## src/rtl/if_stage_pkg.sv

```systemverilog
// rtl/if_stage_pkg.sv - shared fetch constants, state encodings and jump-target helper
package if_stage_pkg;

  localparam logic [31:0] NOP_WORD          = 32'h0000_0000;
  localparam logic [31:0] HALT_WORD_DEFAULT = 32'hFFFF_FFFF;

  // Fetch state encodings kept as plain constants so older decoder code can share them.
  localparam logic [1:0] ST_RUN    = 2'd0;
  localparam logic [1:0] ST_DRAIN  = 2'd1;
  localparam logic [1:0] ST_HALTED = 2'd2;

  // Opcode/funct values the decoder uses to raise id_jump / id_jr.
  localparam logic [5:0] OPC_RTYPE = 6'h00;
  localparam logic [5:0] OPC_J     = 6'h02;
  localparam logic [5:0] OPC_JAL   = 6'h03;
  localparam logic [5:0] FUNCT_JR  = 6'h08;

  // jr takes the forwarded register; j/jal splice the 26-bit field into the pc+4 region.
  function automatic logic [31:0] jump_target(
    input logic        is_jr,
    input logic [31:0] rs_value,
    input logic [31:0] pc_plus4,
    input logic [25:0] target
  );
    if (is_jr) begin
      return rs_value;
    end
    return {pc_plus4[31:28], target, 2'b00};
  endfunction

endpackage

```

## src/rtl/if_stage_if_id_reg.sv

```systemverilog
// rtl/if_stage_if_id_reg.sv - IF/ID pipeline register with load, hold and flush
module if_id_reg
  import if_stage_pkg::*;
(
  input  logic        clk,
  input  logic        reset,
  input  logic        load_i,
  input  logic        flush_i,
  input  logic [31:0] instr_i,
  input  logic [31:0] pc_plus4_i,
  output logic [31:0] instr_o,
  output logic [31:0] pc_plus4_o,
  output logic        valid_o
);

  logic [31:0] instr_q;
  logic [31:0] pc_plus4_q;
  logic        valid_q;

  // Flush beats load; with neither the register holds its contents.
  always_ff @(posedge clk) begin
    if (reset || flush_i) begin
      instr_q    <= NOP_WORD;
      pc_plus4_q <= 32'h0;
      valid_q    <= 1'b0;
    end else if (load_i) begin
      instr_q    <= instr_i;
      pc_plus4_q <= pc_plus4_i;
      valid_q    <= 1'b1;
    end
  end

  assign instr_o    = instr_q;
  assign pc_plus4_o = pc_plus4_q;
  assign valid_o    = valid_q;

endmodule

```

## src/rtl/if_stage.sv

```systemverilog
// rtl/if_stage.sv - fetch stage: PC, redirects, halt drain; IF_PERF_COUNT_EN adds perf counters
module if_stage
  import if_stage_pkg::*;
#(
  parameter logic [31:0] RESET_PC     = 32'h0000_0000,
  parameter int          IMEM_AW      = 9,
  parameter logic [31:0] HALT_WORD    = HALT_WORD_DEFAULT,
  parameter int          DRAIN_CYCLES = 4
) (
  input  logic               clk,
  input  logic               reset,
  output logic [IMEM_AW-1:0] imem_addr,
  input  logic [31:0]        imem_rdata,
  input  logic               stall,
  input  logic               id_jump,
  input  logic               id_jr,
  input  logic [25:0]        id_target,
  input  logic [31:0]        id_rs_value,
  input  logic               ex_branch_taken,
  input  logic [31:0]        ex_branch_pc,
  output logic [31:0]        id_instruction,
  output logic [31:0]        id_pc_plus4,
  output logic               id_valid,
  output logic               halted
`ifdef IF_PERF_COUNT_EN
  ,
  output logic [31:0]        perf_fetched,
  output logic [31:0]        perf_stall_cycles
`endif
);

  logic [31:0] pc_q, pc_d;
  logic [1:0]  state_q, state_d;
  logic [7:0]  drain_cnt_q, drain_cnt_d;
  logic        reg_load, reg_flush;
  logic [31:0] pc_plus4;

  assign pc_plus4  = pc_q + 32'd4;
  assign imem_addr = pc_q[IMEM_AW+1:2];
  assign halted    = (state_q == ST_HALTED);

  // Next-PC selection and fetch state machine; redirects outrank stall, stall outranks jump and halt.
  always_comb begin
    pc_d        = pc_q;
    state_d     = state_q;
    drain_cnt_d = drain_cnt_q;
    reg_load    = 1'b0;
    reg_flush   = 1'b0;
    case (state_q)
      ST_RUN: begin
        if (ex_branch_taken) begin
          pc_d      = ex_branch_pc;
          reg_flush = 1'b1;
        end else if (stall) begin
          // Hold everything; a pending jr operand may not be forwarded yet.
        end else if (id_jump) begin
          pc_d      = jump_target(id_jr, id_rs_value, id_pc_plus4, id_target);
          reg_flush = 1'b1;
        end else if (imem_rdata == HALT_WORD) begin
          reg_flush   = 1'b1;
          state_d     = ST_DRAIN;
          drain_cnt_d = 8'd0;
        end else begin
          pc_d     = pc_plus4;
          reg_load = 1'b1;
        end
      end
      ST_DRAIN: begin
        reg_flush = 1'b1;
        if (ex_branch_taken) begin
          pc_d        = ex_branch_pc;
          state_d     = ST_RUN;
          drain_cnt_d = 8'd0;
        end else if (!stall) begin
          drain_cnt_d = drain_cnt_q + 8'd1;
          if (drain_cnt_d >= 8'(DRAIN_CYCLES - 1)) begin
            state_d = ST_HALTED;
          end
        end
      end
      ST_HALTED: begin
        reg_flush = 1'b1;
      end
      default: begin
        reg_flush = 1'b1;
        state_d   = ST_RUN;
      end
    endcase
  end

  // PC, state and drain counter registers; reset is a full restart from any state.
  always_ff @(posedge clk) begin
    if (reset) begin
      pc_q        <= RESET_PC;
      state_q     <= ST_RUN;
      drain_cnt_q <= 8'd0;
    end else begin
      pc_q        <= pc_d;
      state_q     <= state_d;
      drain_cnt_q <= drain_cnt_d;
    end
  end

  if_id_reg u_if_id_reg (
    .clk        (clk),
    .reset      (reset),
    .load_i     (reg_load),
    .flush_i    (reg_flush),
    .instr_i    (imem_rdata),
    .pc_plus4_i (pc_plus4),
    .instr_o    (id_instruction),
    .pc_plus4_o (id_pc_plus4),
    .valid_o    (id_valid)
  );

`ifdef IF_PERF_COUNT_EN
  logic [31:0] perf_fetched_q, perf_stall_q;

  // Fetch and stall-cycle counters, free-running and wrapping.
  always_ff @(posedge clk) begin
    if (reset) begin
      perf_fetched_q <= 32'd0;
      perf_stall_q   <= 32'd0;
    end else begin
      if (reg_load) begin
        perf_fetched_q <= perf_fetched_q + 32'd1;
      end
      if ((state_q == ST_RUN) && stall && !ex_branch_taken) begin
        perf_stall_q <= perf_stall_q + 32'd1;
      end
    end
  end

  assign perf_fetched      = perf_fetched_q;
  assign perf_stall_cycles = perf_stall_q;
`endif

endmodule

```

## config.mk

```make
export PLATFORM = sky130hd
export DESIGN_NAME = if_stage
export DESIGN_NICKNAME = d
export VERILOG_FILES = /design/src/rtl/if_stage_pkg.sv /design/src/rtl/if_stage_if_id_reg.sv /design/src/rtl/if_stage.sv
export SDC_FILE = /design/constraint.sdc
export NUM_CORES = 1
export LEC_CHECK = 0
export CAP_MARGIN = 20
export CELL_PAD_IN_SITES_DETAIL_PLACEMENT = 0
export CELL_PAD_IN_SITES_GLOBAL_PLACEMENT = 1
export CORE_AREA = 3 3 138 140
export CTS_BUF_LIST = sky130_fd_sc_hd__clkbuf_16
export DETAILED_ROUTE_END_ITERATION = 10
export DIE_AREA = 0 0 141 143
export PLACE_DENSITY_LB_ADDON = 0.1
export SLEW_MARGIN = 20
export SYNTH_ARGS = -nofsm -noshare
export SYNTH_HDL_FRONTEND = slang
export SYNTH_SLANG_ARGS = --single-unit
```

## constraint.sdc

```tcl
create_clock -name clk -period 3.2 [get_ports clk]
set_input_delay 0.64 -clock clk [delete_from_list [all_inputs] [get_ports clk]]
set_output_delay 0.64 -clock clk [all_outputs]
set_load 0.1 [all_outputs]
```

# Yosys cells after proc, flatten, opt, wreduce, memory -nomap -nowiden
# Cells that the tools add are included.
dict set report totals {
  register_bits 107
  inputBits 128
  output_inout_bits 75
  elab_cells 66
}
dict set report classes {
  n_addsub 2
  n_lt_le_gt_ge 1
  n_eq_ne 12
  n_mux 38
  n_bitwise 1
  n_reduce_logical 6
}
# op n
set ops {}
lappend ops {{32-bit 2-to-1 mux} 7}
lappend ops {{32-bit case mux with 2 select lines} 1}
lappend ops {{8-bit 2-to-1 mux} 6}
lappend ops {{32-bit by 3-bit adder with 32-bit output, second input constant} 1}
lappend ops {{32-bit == test, second input constant} 1}
lappend ops {{8-bit case mux with 2 select lines} 1}
lappend ops {{1-bit 2-to-1 mux} 15}
lappend ops {{2-bit 2-to-1 mux} 7}
lappend ops {{2-bit inequality test, second input constant} 5}
lappend ops {{3-bit inequality test, second input constant} 3}
lappend ops {{8-bit by 1-bit adder with 8-bit output, second input constant} 1}
lappend ops {{8-bit by 2-bit greater-or-equal comparator with 1-bit output, second input constant} 1}
lappend ops {{7-bit AND reduction} 1}
lappend ops {{2-bit case mux with 3 select lines} 1}
lappend ops {{6-bit AND reduction} 1}
lappend ops {{4-bit inequality test, second input constant} 1}
lappend ops {{4-bit AND reduction} 1}
lappend ops {{2-bit by 1-bit == test with 1-bit output, second input constant} 1}
lappend ops {{2-bit == test, second input constant} 1}
lappend ops {{2-bit logical NOT} 1}
lappend ops {{2-bit nonzero test} 1}
lappend ops {{1-bit logical OR} 1}
lappend ops {{1-bit NOT} 1}

# Longest topological paths before layout
dict set report depth {
  depth_word 10
  mapped_depth 9
  mapped_depth_nobuf 6
}

# Hierarchy
# From an unflattened synthesis, not the netlist that was laid out.
dict set report unflattened {
  hier_cells 713
  area_unflattened_um2 6072.1
}
# mod n_inst cells_per_inst area_each_um2 seq_area_each_um2
set modules_own_cells {}
lappend modules_own_cells {if_stage 1 503 3732.3 840.8}
lappend modules_own_cells {if_id_reg 1 210 2339.7 1301.2}

# Least setup slack after synthesis
# No wires, ideal clock.
dict set report synth_path {
  path_kind {register -> output}
  start {reg state_q[1]}
  end {out halted}
  arrival_time_ps 1798
  t_required_ps 2560
  path_slack_ps 762
  stages_incl_launch_ff 2
  n_path_buf 0
  path_cell_list {dfxtp_1 -> nor2b_1}
}
dict set report synth_via {
  elab_chain_len 1
}
# item line
set synth_lines {}
lappend synth_lines {{start: declaration} if_stage.sv:33} ;# logic [1:0] state_q, state_d;
lappend synth_lines {{start signal: assignment} if_stage.sv:99} ;# state_q <= state_d;
lappend synth_lines {{2-bit == test} if_stage.sv:40} ;# assign halted = (state_q == ST_HALTED);
lappend synth_lines {{end: declaration} if_stage.sv:24} ;# output logic halted
# Every way passes these cells.

# Final worst setup path
dict set report layout_path {
  start {reg pc_q[3]}
  end {reg pc_q[30]}
}
dict set report layout_via {
  elab_chain_len 6
}
# item line
set layout_lines {}
lappend layout_lines {{start: declaration} if_stage.sv:32} ;# logic [31:0] pc_q, pc_d;
lappend layout_lines {{start signal: assignment} if_stage.sv:98} ;# pc_q <= pc_d;
lappend layout_lines {{32-bit by 3-bit adder with 32-bit output} if_stage.sv:38} ;# assign pc_plus4 = pc_q + 32'd4;
lappend layout_lines {{32-bit 2-to-1 mux} if_stage.sv:59} ;# end else if (imem_rdata == HALT_WORD) begin
lappend layout_lines {{32-bit 2-to-1 mux} if_stage.sv:56} ;# end else if (id_jump) begin
lappend layout_lines {{32-bit 2-to-1 mux} if_stage.sv:54} ;# end else if (stall) begin
lappend layout_lines {{32-bit 2-to-1 mux} if_stage.sv:51} ;# if (ex_branch_taken) begin
lappend layout_lines {{32-bit case mux with 2 select lines} if_stage.sv:49} ;# case (state_q)
# Every way passes these cells. The select of a mux whose other input is x is not followed.
# A chain may end at the register's enable or synchronous reset.

==> results.yml <==
outcome:
  status: "finished, final reports clean"
synthesis:
  syn_area_um2: 5910
  seq_area_frac_synth_pct: 36.2
  synthTopCellsByArea: "dfxtp_1 36%, mux2i_1 9.8%, nor2_1 6.1%, a211oi_1 4.4%, nand2_1 3.4%"
  ys_ff_latch: 107
  synth_top_area_cell: "dfxtp_1"
  synth_warnings: 0
  synth_top_area_share_pct: 36.2
  synth_edf_count: 0
  synthCells: 716
  ys_types: 55
  synth_ff_type: "dfxtp_1"
  avgSynthCellArea_um2: 8.26
  synth_fp_nets: 847
  async_reset_ff_share_pct: 0
route:
  drtAntennaViolNets: 0
  drtPass1Iterations: 5
  drt-initial-drc-count: 388
  drc: 0
  routed_wl_mm: 19.9
  wire_per_inst_um: 17.9
  vias: 5906
  avgViaCountPerCell: 5.30
power:
  seqPwrFrac_pct: 43.4
  switching_share_pct: 30.5
  p_int_mw: 2.29
  total_power_mw: 3.30
  power_density_nw_per_um2: 400
  comb_power_share_pct: 20.5
  power_frac_clock_pct: 36.1
  ir_drop_v: 0.000256
  p_leak_nw: 3.03
  p_switching_mw: 1.01
final_layout:
  finalNetCount: 1012
  final_area_um2: 8260
  syn2layout_area_growth_pct: 39.7
  nFillCells: 1792
  final_cells: 1115
  layout_commonest_cell: "clkdlybuf4s50_1"
  final_cell_mix: "125 x clkdlybuf4s50_1, 107 x dfxtp_1, 96 x nor2_1"
  antenna_cells: 0
  drive_above_1_share_pct: 15.1
floorplanning:
  fp-row-count: 49
  die_x_um: 141
  initial_core_util_pct: 32.9
  core_um2: 18000
  dieArea_um2: 20200
  fp.dieH_um: 143
  io_pins: 203
clock_tree:
  clock_latency_ns: 0.36
  holdBufCountCts: 0
  clock_sinks: 107
  path_clk_slew_ns: 0.08
  cts_made_buffers: 9
  post_cts_buffers: 0
  h-tree-depth: 3
  cts_tree: "done"
  clockBufferDepth: 2
  cts_resized: 0
  clock-root-buffer: "clkbuf_16"
sta:
  finClkSkew_ns: 0.00575
  worstMarginPinSlew_ns: 0.689
  rsz0062_at_grt: "false"
  drv_slew: 0
  fmax_mhz: 395
  setup_viol: 0
  period_share_pct: 79.2
  hold_viol_final: 0
  fin_crit_ns: 2.53
  layout_setup_ws_ns: 0.666
  setup_tns_ns: 0
  max-slew-margin-rel_pct: 53.7
global_routing:
  first_global_vias: 5860
  grt_use_met3_pct: 5.12
  grt_start_max_net_pins: 66
  grt_first_pass_wirelength_mm: 31.6
  busiest_layer: "met2"
  grtUsageMet2_pct: 33.2
  antenna_found_initial: 0
  grtUsageMet1_pct: 24.6
  grt_usage_pct: 19.5
  overflow: 0
critical_path:
  r2r_setup_slack_ns: 0.67
  critPathMaxFanout: 7
  crit_path_start_kind: "flop"
  reg2reg_to: "pc_q[30]$_SDFFE_PP0P_"
  rr_worst_depth: 6
  arrival_ns: 2.77
  r2r_start: "pc_q[3]$_SDFFE_PP0P_"
  setup.worst_path.class: "flop to flop"
  cp.required_ns: 3.44
  end_kind: "flop"
flow_run:
  maxCapViolCount: 0
placed_design:
  hpwl_mm: 14.9
  post_dp_cell_area_um2: 7950
  gp_congestion: 0.830
  port_buffers: 202
  dpl.cell_count: 1099
  pre_cts_ws_ns: 0.433
worst_hold_path:
  min_path_cells: 2
  hold_path_class: "flop to flop"
  hold_end: "u_if_id_reg.pc_plus4_o[22]$_SDFFE_PP0P_"
  min_from: "u_if_id_reg.pc_plus4_o[22]$_SDFFE_PP0P_"
-- power by group through the flow --
| stage | sequential [mW] | combinational (mW) | clock, mW |
|---|---|---|---|
| 5_1_grt | 1.44 | 0.729 | 1.28 |
| 3_5_place_dp | 1.46 | 0.679 | 0 |
| 2_1_floorplan | 1.51 | 0.353 | 0 |
| 6_report | 1.43 | 0.676 | 1.19 |
| 3_3_place_gp | 1.46 | 0.672 | 0 |
| 4_1_cts | 1.43 | 0.681 | 1.23 |
-- metal layers --
layer  wire, µm  vias to the layer above
met5          0                        -
met4        245                        0
met3       1420                       18
met2       9650                      178
met1       8600                     2766
li1           -                     2944
-- worst max-delay path by stage --
stage,startpoint,end,slack [ns],cells after the start
floorplan,state_q[1]$_SDFFE_PP0P_,halted,0.76,1
global placement,imem_rdata[14],u_if_id_reg.pc_plus4_o[10]$_SDFFE_PP0P_,0.46,8
detailed placement,ex_branch_taken,state_q[0]$_SDFFE_PP0P_,0.43,5
CTS,pc_q[6]$_SDFFE_PP0P_,pc_q[30]$_SDFFE_PP0P_,0.66,5
global route,pc_q[6]$_SDFFE_PP0P_,u_if_id_reg.pc_plus4_o[30]$_SDFFE_PP0P_,0.48,5
finish,pc_q[3]$_SDFFE_PP0P_,pc_q[30]$_SDFFE_PP0P_,0.67,6
-- critical path, cell delays in order (launching register included) --
cell     delay (ns)
dfxtp_1        0.45
ha_1           0.24
nand3_2        0.22
or4_1          0.79
o31a_1         0.38
o31ai_1        0.24
a31oi_1        0.10
-- registers in the layout, indices dropped and copies added (netlist names) --
name                    count
u_if_id_reg.pc_plus4_o     32
pc_q                       32
state_q                     2
drain_cnt_q                 8
u_if_id_reg.valid_o         1
u_if_id_reg.instr_o        32
-- area by class of cell --
cell class | instances | area (µm²) | share of cell area [%]
clock buffers | 9 | 225 | 2.73
multi-input cells | 524 | 3440 | 41.7
repair buffers | 223 | 2020 | 24.4
inverters | 16 | 60.1 | 0.727
clock inverters | 7 | 86.3 | 1.04
flip-flops and latches | 107 | 2140 | 25.9
well taps | 229 | 287 | 3.47
-- kinds of logic (layout without fill, tap and decap cells) --
| group | Yosys count | in the layout | synth area share [%] |
|---|---|---|---|
| AO/OA/AOI/OAI | 184 | 184 | 21.1 |
| XOR/XNOR | 25 | 25 | 3.70 |
| adder cells (fa/ha/maj) | 3 | 3 | 0.635 |
| buffers and inverters | 85 | 255 | 6.24 |
| flip-flops | 107 | 107 | 36.2 |
| multiplexers | 65 | 65 | 11.1 |
| AND/OR/NAND/NOR | 247 | 247 | 21.0 |
-- Yosys cell counts, types with 16 or more instances --
master    instances
clkbuf_1         44
mux2i_1          58
nand4_1          22
dfxtp_1         107
a21oi_1          27
a211oi_1         35
nand2_1          53
nor2_1           96
inv_1            16
o21ai_0          37
a31oi_1          18
xnor2_1          19
-- through the flow --
step           hold WS, ns  utilization [%]
3_3_place_gp         0.457             44.3
6_report             0.478             46.0
2_1_floorplan        0.464                -
5_1_grt              0.514             46.0
4_1_cts              0.483             46.0
3_5_place_dp         0.468             44.3
Note: power is estimated with default switching activity, not from simulation.
